[config.mk]
export PLATFORM = sky130hd
export DESIGN_NAME = switch_port_tx_flat
export DESIGN_NICKNAME = d
export VERILOG_FILES = /design/src/rtl/switch_port_tx_if.sv /design/src/rtl/switch_port_tx.sv /design/src/flat_wrapper.sv
export SDC_FILE = /design/constraint.sdc
export NUM_CORES = 1
export LEC_CHECK = 0
export ABC_AREA = 1
export BUFFER_PORTS_ARGS = -buffer_cell sky130_fd_sc_hd__buf_2
export CAP_MARGIN = 0
export CELL_PAD_IN_SITES_DETAIL_PLACEMENT = 2
export CELL_PAD_IN_SITES_GLOBAL_PLACEMENT = 2
export CORE_MARGIN = 4
export CORE_UTILIZATION = 27
export CTS_CLUSTER_SIZE = 28
export DETAILED_ROUTE_END_ITERATION = 16
export PLACE_DENSITY = 0.8
export SLEW_MARGIN = 10
export SYNTH_ARGS = -nofsm -noshare
export SYNTH_HDL_FRONTEND = slang
export SYNTH_SLANG_ARGS = --single-unit
[constraint.sdc]
create_clock -name clk -period 1.84 [get_ports clk]
set_input_delay 0.368 -clock clk [delete_from_list [all_inputs] [get_ports clk]]
set_output_delay 0.368 -clock clk [all_outputs]
set_load 0.02 [all_outputs]
[src/rtl/switch_port_tx_if.sv]
// switch_port_tx_if: host command/payload handshake plus switch port write bus
interface switch_port_tx_if #(
    parameter int W_WIDTH = 8
);
    logic               cmd_valid;
    logic               cmd_ready;
    logic [W_WIDTH-1:0] cmd_addr;
    logic [W_WIDTH-1:0] cmd_len;
    logic               data_valid;
    logic               data_ready;
    logic [W_WIDTH-1:0] data_in;
    logic               port_ready;
    logic               sw_en;
    logic [W_WIDTH-1:0] port_addr;
    logic [W_WIDTH-1:0] port_data;

    modport master (
        input  cmd_valid, cmd_addr, cmd_len, data_valid, data_in, port_ready,
        output cmd_ready, data_ready, sw_en, port_addr, port_data
    );

    modport slave (
        output cmd_valid, cmd_addr, cmd_len, data_valid, data_in, port_ready,
        input  cmd_ready, data_ready, sw_en, port_addr, port_data
    );
endinterface

[src/rtl/switch_port_tx.sv]
// switch_port_tx: frames host commands into header + payload words for one switch port
module switch_port_tx #(
    parameter int W_WIDTH    = 8,
    parameter int GAP_CYCLES = 1,
    parameter int CNT_W      = 16
) (
    input  logic             clk,
    input  logic             rst,
    switch_port_tx_if.master tx_if,
    output logic             tx_busy_o,
    output logic [CNT_W-1:0] pkt_cnt_o
);
    typedef enum logic [1:0] {IDLE, HDR, PAYLOAD, GAP} state_e;

    localparam int GW = GAP_CYCLES > 1 ? $clog2(GAP_CYCLES) : 1;
    localparam logic [GW-1:0] GAP_LAST = GW'(GAP_CYCLES > 0 ? GAP_CYCLES - 1 : 0);
    localparam state_e DONE_ST = GAP_CYCLES == 0 ? IDLE : GAP;

    state_e             state_q, state_d;
    logic [W_WIDTH-1:0] addr_q, addr_d;
    logic [W_WIDTH-1:0] data_q, data_d;
    logic               en_q, en_d;
    logic [W_WIDTH-1:0] rem_q, rem_d;
    logic [CNT_W-1:0]   cnt_q, cnt_d;
    logic [GW-1:0]      gap_q, gap_d;
    logic               xfer, take, done, start;

    assign xfer  = en_q & tx_if.port_ready;
    assign take  = tx_if.data_valid & tx_if.data_ready;
    assign start = (state_q == IDLE) & tx_if.cmd_valid;
    assign done  = xfer & (rem_q == '0) & ((state_q == HDR) | (state_q == PAYLOAD));

    assign tx_if.sw_en     = en_q;
    assign tx_if.port_addr = addr_q;
    assign tx_if.port_data = data_q;
    assign pkt_cnt_o       = cnt_q;

    // State and datapath registers
    always_ff @(posedge clk) begin
        if (rst) begin
            state_q <= IDLE;
            addr_q  <= '0;
            data_q  <= '0;
            en_q    <= 1'b0;
            rem_q   <= '0;
            cnt_q   <= '0;
            gap_q   <= '0;
        end else begin
            state_q <= state_d;
            addr_q  <= addr_d;
            data_q  <= data_d;
            en_q    <= en_d;
            rem_q   <= rem_d;
            cnt_q   <= cnt_d;
            gap_q   <= gap_d;
        end
    end

    // Next state; a non-empty packet skips HDR so the first payload word can
    // replace the header on its transfer edge without a bubble
    always_comb begin
        state_d = state_q;
        case (state_q)
            IDLE:    state_d = tx_if.cmd_valid ? (tx_if.cmd_len == '0 ? HDR : PAYLOAD) : IDLE;
            HDR:     state_d = xfer ? (rem_q == '0 ? DONE_ST : PAYLOAD) : HDR;
            PAYLOAD: state_d = done ? DONE_ST : PAYLOAD;
            GAP:     state_d = gap_q == GAP_LAST ? IDLE : GAP;
            default: state_d = IDLE;
        endcase
    end

    // Output register reload, remaining-word count, packet count and gap timer
    always_comb begin
        addr_d = addr_q;
        data_d = data_q;
        en_d   = en_q;
        rem_d  = rem_q;
        cnt_d  = done ? cnt_q + CNT_W'(1) : cnt_q;
        gap_d  = state_q == GAP ? gap_q + GW'(1) : '0;
        if (start) begin
            addr_d = tx_if.cmd_addr;
            rem_d  = tx_if.cmd_len;
            data_d = tx_if.cmd_len;
            en_d   = 1'b1;
        end else if (take) begin
            data_d = tx_if.data_in;
            en_d   = 1'b1;
            rem_d  = rem_q - W_WIDTH'(1);
        end else if (xfer) begin
            en_d   = 1'b0;
        end
    end

    // Handshake outputs decoded from state; payload is pulled only when the
    // output register is empty or draining this cycle
    always_comb begin
        tx_if.cmd_ready  = state_q == IDLE;
        tx_if.data_ready = (state_q == PAYLOAD) & (rem_q != '0) & (~en_q | tx_if.port_ready);
        tx_busy_o        = state_q != IDLE;
    end
endmodule

[src/flat_wrapper.sv]
// flat-port wrapper written by rule: the top's interface ports become plain ports
module switch_port_tx_flat 
#(
    parameter int W_WIDTH    = 8,
    parameter int GAP_CYCLES = 1,
    parameter int CNT_W      = 16
)
  (clk, rst, tx_busy_o, pkt_cnt_o, tx_if_cmd_valid, tx_if_cmd_addr, tx_if_cmd_len, tx_if_data_valid, tx_if_data_in, tx_if_port_ready, tx_if_cmd_ready, tx_if_data_ready, tx_if_sw_en, tx_if_port_addr, tx_if_port_data);
  switch_port_tx_if #(.W_WIDTH(W_WIDTH)) tx_if_i ();
  input  logic clk;
  input  logic rst;
  output logic tx_busy_o;
  output logic [CNT_W-1:0] pkt_cnt_o;
  input wire logic [$bits(tx_if_i.cmd_valid)-1:0] tx_if_cmd_valid;
  input wire logic [$bits(tx_if_i.cmd_addr)-1:0] tx_if_cmd_addr;
  input wire logic [$bits(tx_if_i.cmd_len)-1:0] tx_if_cmd_len;
  input wire logic [$bits(tx_if_i.data_valid)-1:0] tx_if_data_valid;
  input wire logic [$bits(tx_if_i.data_in)-1:0] tx_if_data_in;
  input wire logic [$bits(tx_if_i.port_ready)-1:0] tx_if_port_ready;
  output wire logic [$bits(tx_if_i.cmd_ready)-1:0] tx_if_cmd_ready;
  output wire logic [$bits(tx_if_i.data_ready)-1:0] tx_if_data_ready;
  output wire logic [$bits(tx_if_i.sw_en)-1:0] tx_if_sw_en;
  output wire logic [$bits(tx_if_i.port_addr)-1:0] tx_if_port_addr;
  output wire logic [$bits(tx_if_i.port_data)-1:0] tx_if_port_data;
  assign tx_if_i.cmd_valid = tx_if_cmd_valid;
  assign tx_if_i.cmd_addr = tx_if_cmd_addr;
  assign tx_if_i.cmd_len = tx_if_cmd_len;
  assign tx_if_i.data_valid = tx_if_data_valid;
  assign tx_if_i.data_in = tx_if_data_in;
  assign tx_if_i.port_ready = tx_if_port_ready;
  assign tx_if_cmd_ready = tx_if_i.cmd_ready;
  assign tx_if_data_ready = tx_if_i.data_ready;
  assign tx_if_sw_en = tx_if_i.sw_en;
  assign tx_if_port_addr = tx_if_i.port_addr;
  assign tx_if_port_data = tx_if_i.port_data;
  switch_port_tx #(.W_WIDTH(W_WIDTH), .GAP_CYCLES(GAP_CYCLES), .CNT_W(CNT_W)) u_core (.clk(clk), .rst(rst), .tx_if(tx_if_i), .tx_busy_o(tx_busy_o), .pkt_cnt_o(pkt_cnt_o));
endmodule
==> results of run 1 <==
## final timing paths
check / slack (ns) / to / cells past startpoint
setup / recovery: 0.07 / tx_if_data_ready / 6
hold / removal: 0.32 / u_core.tx_if.port_addr[4] / 3
setup reg to reg: 0.17 / u_core.tx_if.port_data[6] / 8
hold reg to reg: 0.44 / u_core.gap_q / 1
## final cells by class
cell class                      instances  area [sq um]
Multi-Input combinational cell        266          1334
Clock buffer                            5         68.82
Timing Repair inverter                  1         7.507
Tap cell                              105         131.4
Timing Repair Buffer                   75         417.9
Fill cell                            1064          5329
Sequential cell                        44         887.1
Clock inverter                          3         42.54
Inverter                               31         122.6
## per-layer routing
| layer | track usage | routed length [um] | share of wire | vias to the layer above |
|---|---|---|---|---|
| li1 | - | - | - | 1262 |
| met1 | 0.2164 | 3905 | 0.46 | 1245 |
| met2 | 0.2912 | 4164 | 0.49 | 39 |
| met3 | 0.03444 | 286 | 0.034 | 7 |
| met4 | 0.04703 | 100 | 0.012 | 0 |
| met5 | 0 | 0 | 0 | - |
## cell families (layout without fill, tap and decap cells)
family                   count (synthesis)  after routing  synth area share
AND/OR/NAND/NOR                        209            209            0.3997
adder cells (fa/ha/maj)                  6              6           0.03193
XOR/XNOR                                 5              5           0.01863
AO/OA/AOI/OAI                           46             46            0.1032
flip-flops                              44             44            0.3747
buffers and inverters                   41            115           0.07185
## state kept, by name, indices dropped and copies added, names as in the netlist
| register | flops |
|---|---|
| u_core.state_q | 2 |
| u_core.rem_q | 8 |
| u_core.gap_q | 1 |
| u_core.tx_if.sw_en | 1 |
| u_core.tx_if.port_addr | 8 |
| u_core.pkt_cnt_o | 16 |
| u_core.tx_if.port_data | 8 |
## per-stage QoR
step                hold WS [ns]  power, mW
CTS                       0.3059      2.453
floorplan                 0.3902      1.452
global placement          0.4014      1.627
detailed placement        0.4189      1.652
global route              0.3135      2.599
finish                    0.3167      2.454
## worst max-delay path, delay by kind of cell (launching register included)
family | cells | cell delay (ns)
simple gates | 3 | 0.32
fa+ha+maj | 1 | 0.17
flops | 1 | 0.37
buf+inv | 2 | 0.24
## synth_stat cells, types with 3 or more instances
| cell type | count |
|---|---|
| a21oi_1 | 15 |
| buf_2 | 4 |
| clkbuf_1 | 5 |
| dfxtp_1 | 44 |
| ha_1 | 6 |
| inv_1 | 29 |
| nand2_1 | 84 |
| nand3_1 | 25 |
| nand4_1 | 3 |
| nor2_1 | 76 |
| nor3_1 | 7 |
| o21ai_0 | 26 |
| o21ai_2 | 3 |
| xnor2_1 | 4 |
## power breakdown
part | internal, mW | switching [mW]
Combinational | 0.233 | 0.390
Clock | 0.402 | 0.370
Sequential | 1.01 | 0.0494
## cells in the final DEF (no fill, tap or decap), types with 2 or more instances in the layout
master and n:
a21oi_1 15, nor3_1 6, dfxtp_1 41, nand2_2 2, dfxtp_2 2, nand4_1 3, clkinvlp_4 3, ha_1 4
o21ai_2 3, nor3b_1 2, nor3_2 3, nand3_4 2, clkbuf_8 5, nand2_4 3, nor2_4 2, nand3_1 25
inv_2 2, nor2_1 76, buf_2 63, buf_4 11, xnor2_1 4, inv_1 27, nand2_1 81, o21ai_0 26
nor2_2 2
## what timing repair did
item / in CTS / in global routing
buffers inserted: 0 / 4
resized for setup: 7 / 9
pin swaps: 2 / 3
endpoints found under the setup margin: 3 / 21
gates cloned: 1 / 0
==> metrics, run 1 <==
H-Tree Depth 2; Hold Vio Cnt, Final 0; fin. max-slew vios 0; Area Growth Syn to Fin 28.10%; WL final 8.456 mm; crit path launch u_core.rem_q[1]; drt first-iter violations 69; largest net degree at the start of global routing 31; vias in the first global route 2,778; Hold WC Path Type in2reg; outcome finished clean; maximum vdd drop 0.2875 mV; sequential-to-total area share from yosys stat 0.3747; Max-slew headroom 0.7398; Final Non-Filler Cells 530; DP Area 0.002818 sq mm; synthesized instance count 351; CP Cell Sequence inv_1 > ha_4 > nand2_4 > nor2_8 > nor3_2 > buf_4; Sink Count 44; GR Overflow Total 0; clock transition at the registers of the reported paths 0.09 ns; fmax 564.1 MHz; Async SR Flop Fraction 0; fin area 0.003012 sq mm; fin nets 459; io pins 65; initial antenna violation count 0; DR pass1 iterations 4; hpwl dp 6.404 mm; top_reg_cell synth dfxtp_1; worst-margin pin slew 0.3895 ns; Pwr Density 814.9 mW/mm^2; CP arrival 1.40 ns; Leak Pwr 1.372 nW; Worst Skew 0.007068 ns; CTS Root Cell clkbuf_8; Clock Path Buffers 2; unrepaired setup endpoints after global routing no; Crit. End Element output pin; first-pass GRT wire length 13.77 mm; dpl cells 517; hold path startpoint tx_if_cmd_addr[4]; Core ar. 0.008341 sq mm; top-area cell type share of the netlist area 0.3747; die area 0.01026 sq mm; Yosys warning count 0; number of antenna diodes 0; Final Cycle Share 0.9635; worst-path maximum fanout 4; Avg Inst Size Synth 6.698 sq um; CP max stage delay 0.37 ns; DRC 0; Core Util, Final 0.3611; CTS buffer count 5; Via Count 2,553; DP Worst Slack 0.08299 ns; Final GP Congestion 0.7815; buffers added on ports 64; Synth area leader dfxtp_1; Finish-stage setup viols 0; effective utilization at floorplan 0.2819; CTS tree done; hold buffer count at CTS 0; chip height 101.3 um; Post-synth EDFFs 0; die width 101.3 um; post-layout min period 1.773 ns; WL per Instance 15.95 um; Slowest-stage cell, CP dfxtp_4; unique cell type count in the Yosys netlist 28; Critical Path RT 1.47 ns; clock latency on the worst-skew pair 0.31 ns; r2r startpoint u_core.state_q[0]; FP Rows 33; antenna viol nets, final 0; routed vias/inst 4.817; FF+latch count, synth 44; top cells by area, synth dfxtp_1 (37%), nand2_1 (13%), nor2_1 (12%), o21ai_0 (5.5%), nand3_1 (5.3%); layout cells sized above 1 0.2635; setup_tns 0 ns; synthesized area 0.002351 sq mm; post-route setup slack 0.06721 ns; crit path launch type flop; syn_nets 386; WS Path Type reg2out; GRT Total Usage 0.1700; maxcap violations 0
Note: power is estimated with default switching activity, not from simulation.
==> run 2, diff against run 1 <==
--- a/config.mk
+++ b/config.mk
@@ -12,6 +12,7 @@
 export CELL_PAD_IN_SITES_GLOBAL_PLACEMENT = 2
 export CORE_MARGIN = 4
 export CORE_UTILIZATION = 27
+export CTS_BUF_LIST = sky130_fd_sc_hd__clkbuf_16
 export CTS_CLUSTER_SIZE = 28
 export DETAILED_ROUTE_END_ITERATION = 16
 export PLACE_DENSITY = 0.8
==> run 2 against run 1 <==
  * Non-clock buffer count shrank 3
  * Power rose by 9.6%
  * Critical path depth is 1 lower
  * Global-route usage up 0.17 points
  * Wire length increased by 2.1%
  * Sequential power is essentially flat
  * Clock skew decreased by 0.00080 ns
  * Count of clock-buffer cells in the layout did not move
  * Final area rose by 0.91%
  * Clock power is 33% higher
  * Combinational power down 3.5%
  * Via count shrank 0.27%
  * Largest cell class unchanged
==> metrics, run 2 (same netlist as run 1, synthesis figures left out) <==
number of antenna diodes 0 (unchanged); Final GP Congestion 0.7815 (unchanged); Hold Vio Cnt, Final 0 (unchanged); CP arrival 1.41 ns (was 1.40 ns); Switching Share 0.3075 (was 0.3297); buffers added on ports 64 (unchanged); maxcap violations 0 (unchanged); CTS Root Cell clkbuf_16 (was clkbuf_8); post-layout min period 1.782 ns (was 1.773 ns); most common cell after layout, fill and taps aside nand2_1 (unchanged); vias in the first global route 2,784 (was 2,778); most frequent cells in the layout nand2_1 (81), nor2_1 (75), buf_2 (63) (was nand2_1 (81), nor2_1 (76), buf_2 (63)); io pins 65 (unchanged); Crit. End Element output pin (unchanged); H-Tree Depth 2 (unchanged); DP Worst Slack 0.08299 ns (unchanged); crit path launch type flop (unchanged); WL per Instance 16.38 um (was 15.95 um); Comb pwr share 0.223 (was 0.254); drt first-iter violations 66 (was 69); outcome finished clean (unchanged); layout cells sized above 1 0.2607 (was 0.2635); largest net degree at the start of global routing 31 (unchanged); FP Rows 33 (unchanged); routed vias/inst 4.831 (was 4.817); DRC 0 (unchanged); CTS buffer count 5 (unchanged); Hold WC Path Type in2reg (unchanged); worst-path maximum fanout 3 (was 4); WS Path Type reg2out (unchanged); first-pass GRT wire length 14.02 mm (was 13.77 mm); die area 0.01026 sq mm (unchanged); die width 101.3 um (unchanged); unrepaired setup endpoints after global routing no (unchanged); Internal Pwr Total 1.863 mW (was 1.645 mW); Area Growth Syn to Fin 29.27% (was 28.10%); Sink Count 44 (unchanged); Critical Path RT 1.47 ns (about the same); effective utilization at floorplan 0.2819 (unchanged); initial antenna violation count 0 (unchanged); Psw 827.0 uW (was 809.1 uW); CTS tree done (unchanged); Via Count 2,546 (was 2,553); fmax 561.1 MHz (was 564.1 MHz); WL final 8.634 mm (was 8.456 mm); setup_tns 0 ns (unchanged); hpwl dp 6.404 mm (unchanged); Max-slew headroom 0.7310 (was 0.7398); worst-margin pin slew 0.4026 ns (was 0.3895 ns); fin. max-slew vios 0 (unchanged); max reg flops 16 (unchanged); GRT Total Usage 0.1717 (was 0.1700); post-route setup slack 0.05767 ns (was 0.06721 ns); Worst Skew 0.006264 ns (was 0.007068 ns); Reg power frac 0.395 (was 0.432); fin nets 456 (was 459); clock power share 0.382 (was 0.315); chip height 101.3 um (unchanged); clock latency on the worst-skew pair 0.29 ns (was 0.31 ns); Leak Pwr 1.376 nW (was 1.372 nW); clock transition at the registers of the reported paths 0.06 ns (was 0.09 ns); Pwr Density 885.0 mW/mm^2 (was 814.9 mW/mm^2); Final Cycle Share 0.9687 (was 0.9635); Clock Path Buffers 2 (unchanged); Finish-stage setup viols 0 (unchanged); Core ar. 0.008341 sq mm (unchanged); DR pass1 iterations 4 (unchanged); GR Overflow Total 0 (unchanged); maximum vdd drop 0.3855 mV (was 0.2875 mV); antenna viol nets, final 0 (unchanged)
## run 2: cell types whose count changed in the layout (fill, tap and decap cells not counted), sizes merged
cell	before	now
buf	75	72
## run 2: cell type report
type                       instances  area (sq um)
tap                              105         131.4
sequential                        44         884.6
multi-input combinational        266          1330
clock buffer                       5         125.1
clock inverter                     3         42.54
timing repair buffer              72         395.4
fill                            1045          5301
inverter                          31         122.6
timing repair inverter             1         7.507
## run 2: worst paths after layout
check | from | to | slack [ns] | cells after the start
setup / recovery | u_core.state_q[1] | tx_busy_o | 0.06 | 5
hold / removal | tx_if_cmd_addr[4] | u_core.tx_if.port_addr[4] | 0.34 | 3
setup reg to reg | u_core.pkt_cnt_o[0] | u_core.pkt_cnt_o[10] | 0.16 | 7
hold reg to reg | u_core.gap_q | u_core.gap_q | 0.43 | 1
## run 2: through the flow
stage	util	hold slack (ns)	power [mW]	cell area (sq um)	std cells
2_1_floorplan	-	0.3902	1.452	2351	351
3_3_place_gp	0.3378	0.4014	1.627	2818	517
3_5_place_dp	0.3378	0.4189	1.652	2818	517
4_1_cts	0.3611	0.3371	2.713	3012	526
5_1_grt	0.3644	0.3435	2.841	3039	527
6_report	0.3644	0.3410	2.690	3039	527
## run 2: routing by layer
metal | track usage | wire [um] | up-vias
met1 | 0.2218 | 4020 | 1239
met3 | 0.03030 | 275 | 5
met5 | 0 | 0 | -
met4 | 0.03374 | 64 | 0
li1 | - | - | 1261
met2 | 0.3003 | 4273 | 41
## run 2: what timing repair did
| action | CTS | global route |
|---|---|---|
| gates resized for setup | 8 | 7 |
| buffers inserted | 0 | 1 |
| pin swaps | 1 | 2 |
| endpoints found under the setup margin | 9 | 10 |
| hold buffers | 0 | 0 |
| gates cloned | 1 | 0 |
## run 2: power groups by stage
stage	Combinational, mW	Clock (mW)	Sequential [mW]
2_1_floorplan	0.340	0	1.11
3_3_place_gp	0.548	0	1.08
3_5_place_dp	0.570	0	1.08
4_1_cts	0.591	1.06	1.06
5_1_grt	0.670	1.10	1.07
6_report	0.601	1.03	1.06
## run 2: worst max-delay path: stages (launching register included)
cell and delay (ns):
dfxtp_1 0.40, inv_1 0.10, ha_2 0.19, buf_4 0.15
inv_1 0.09, buf_2 0.19
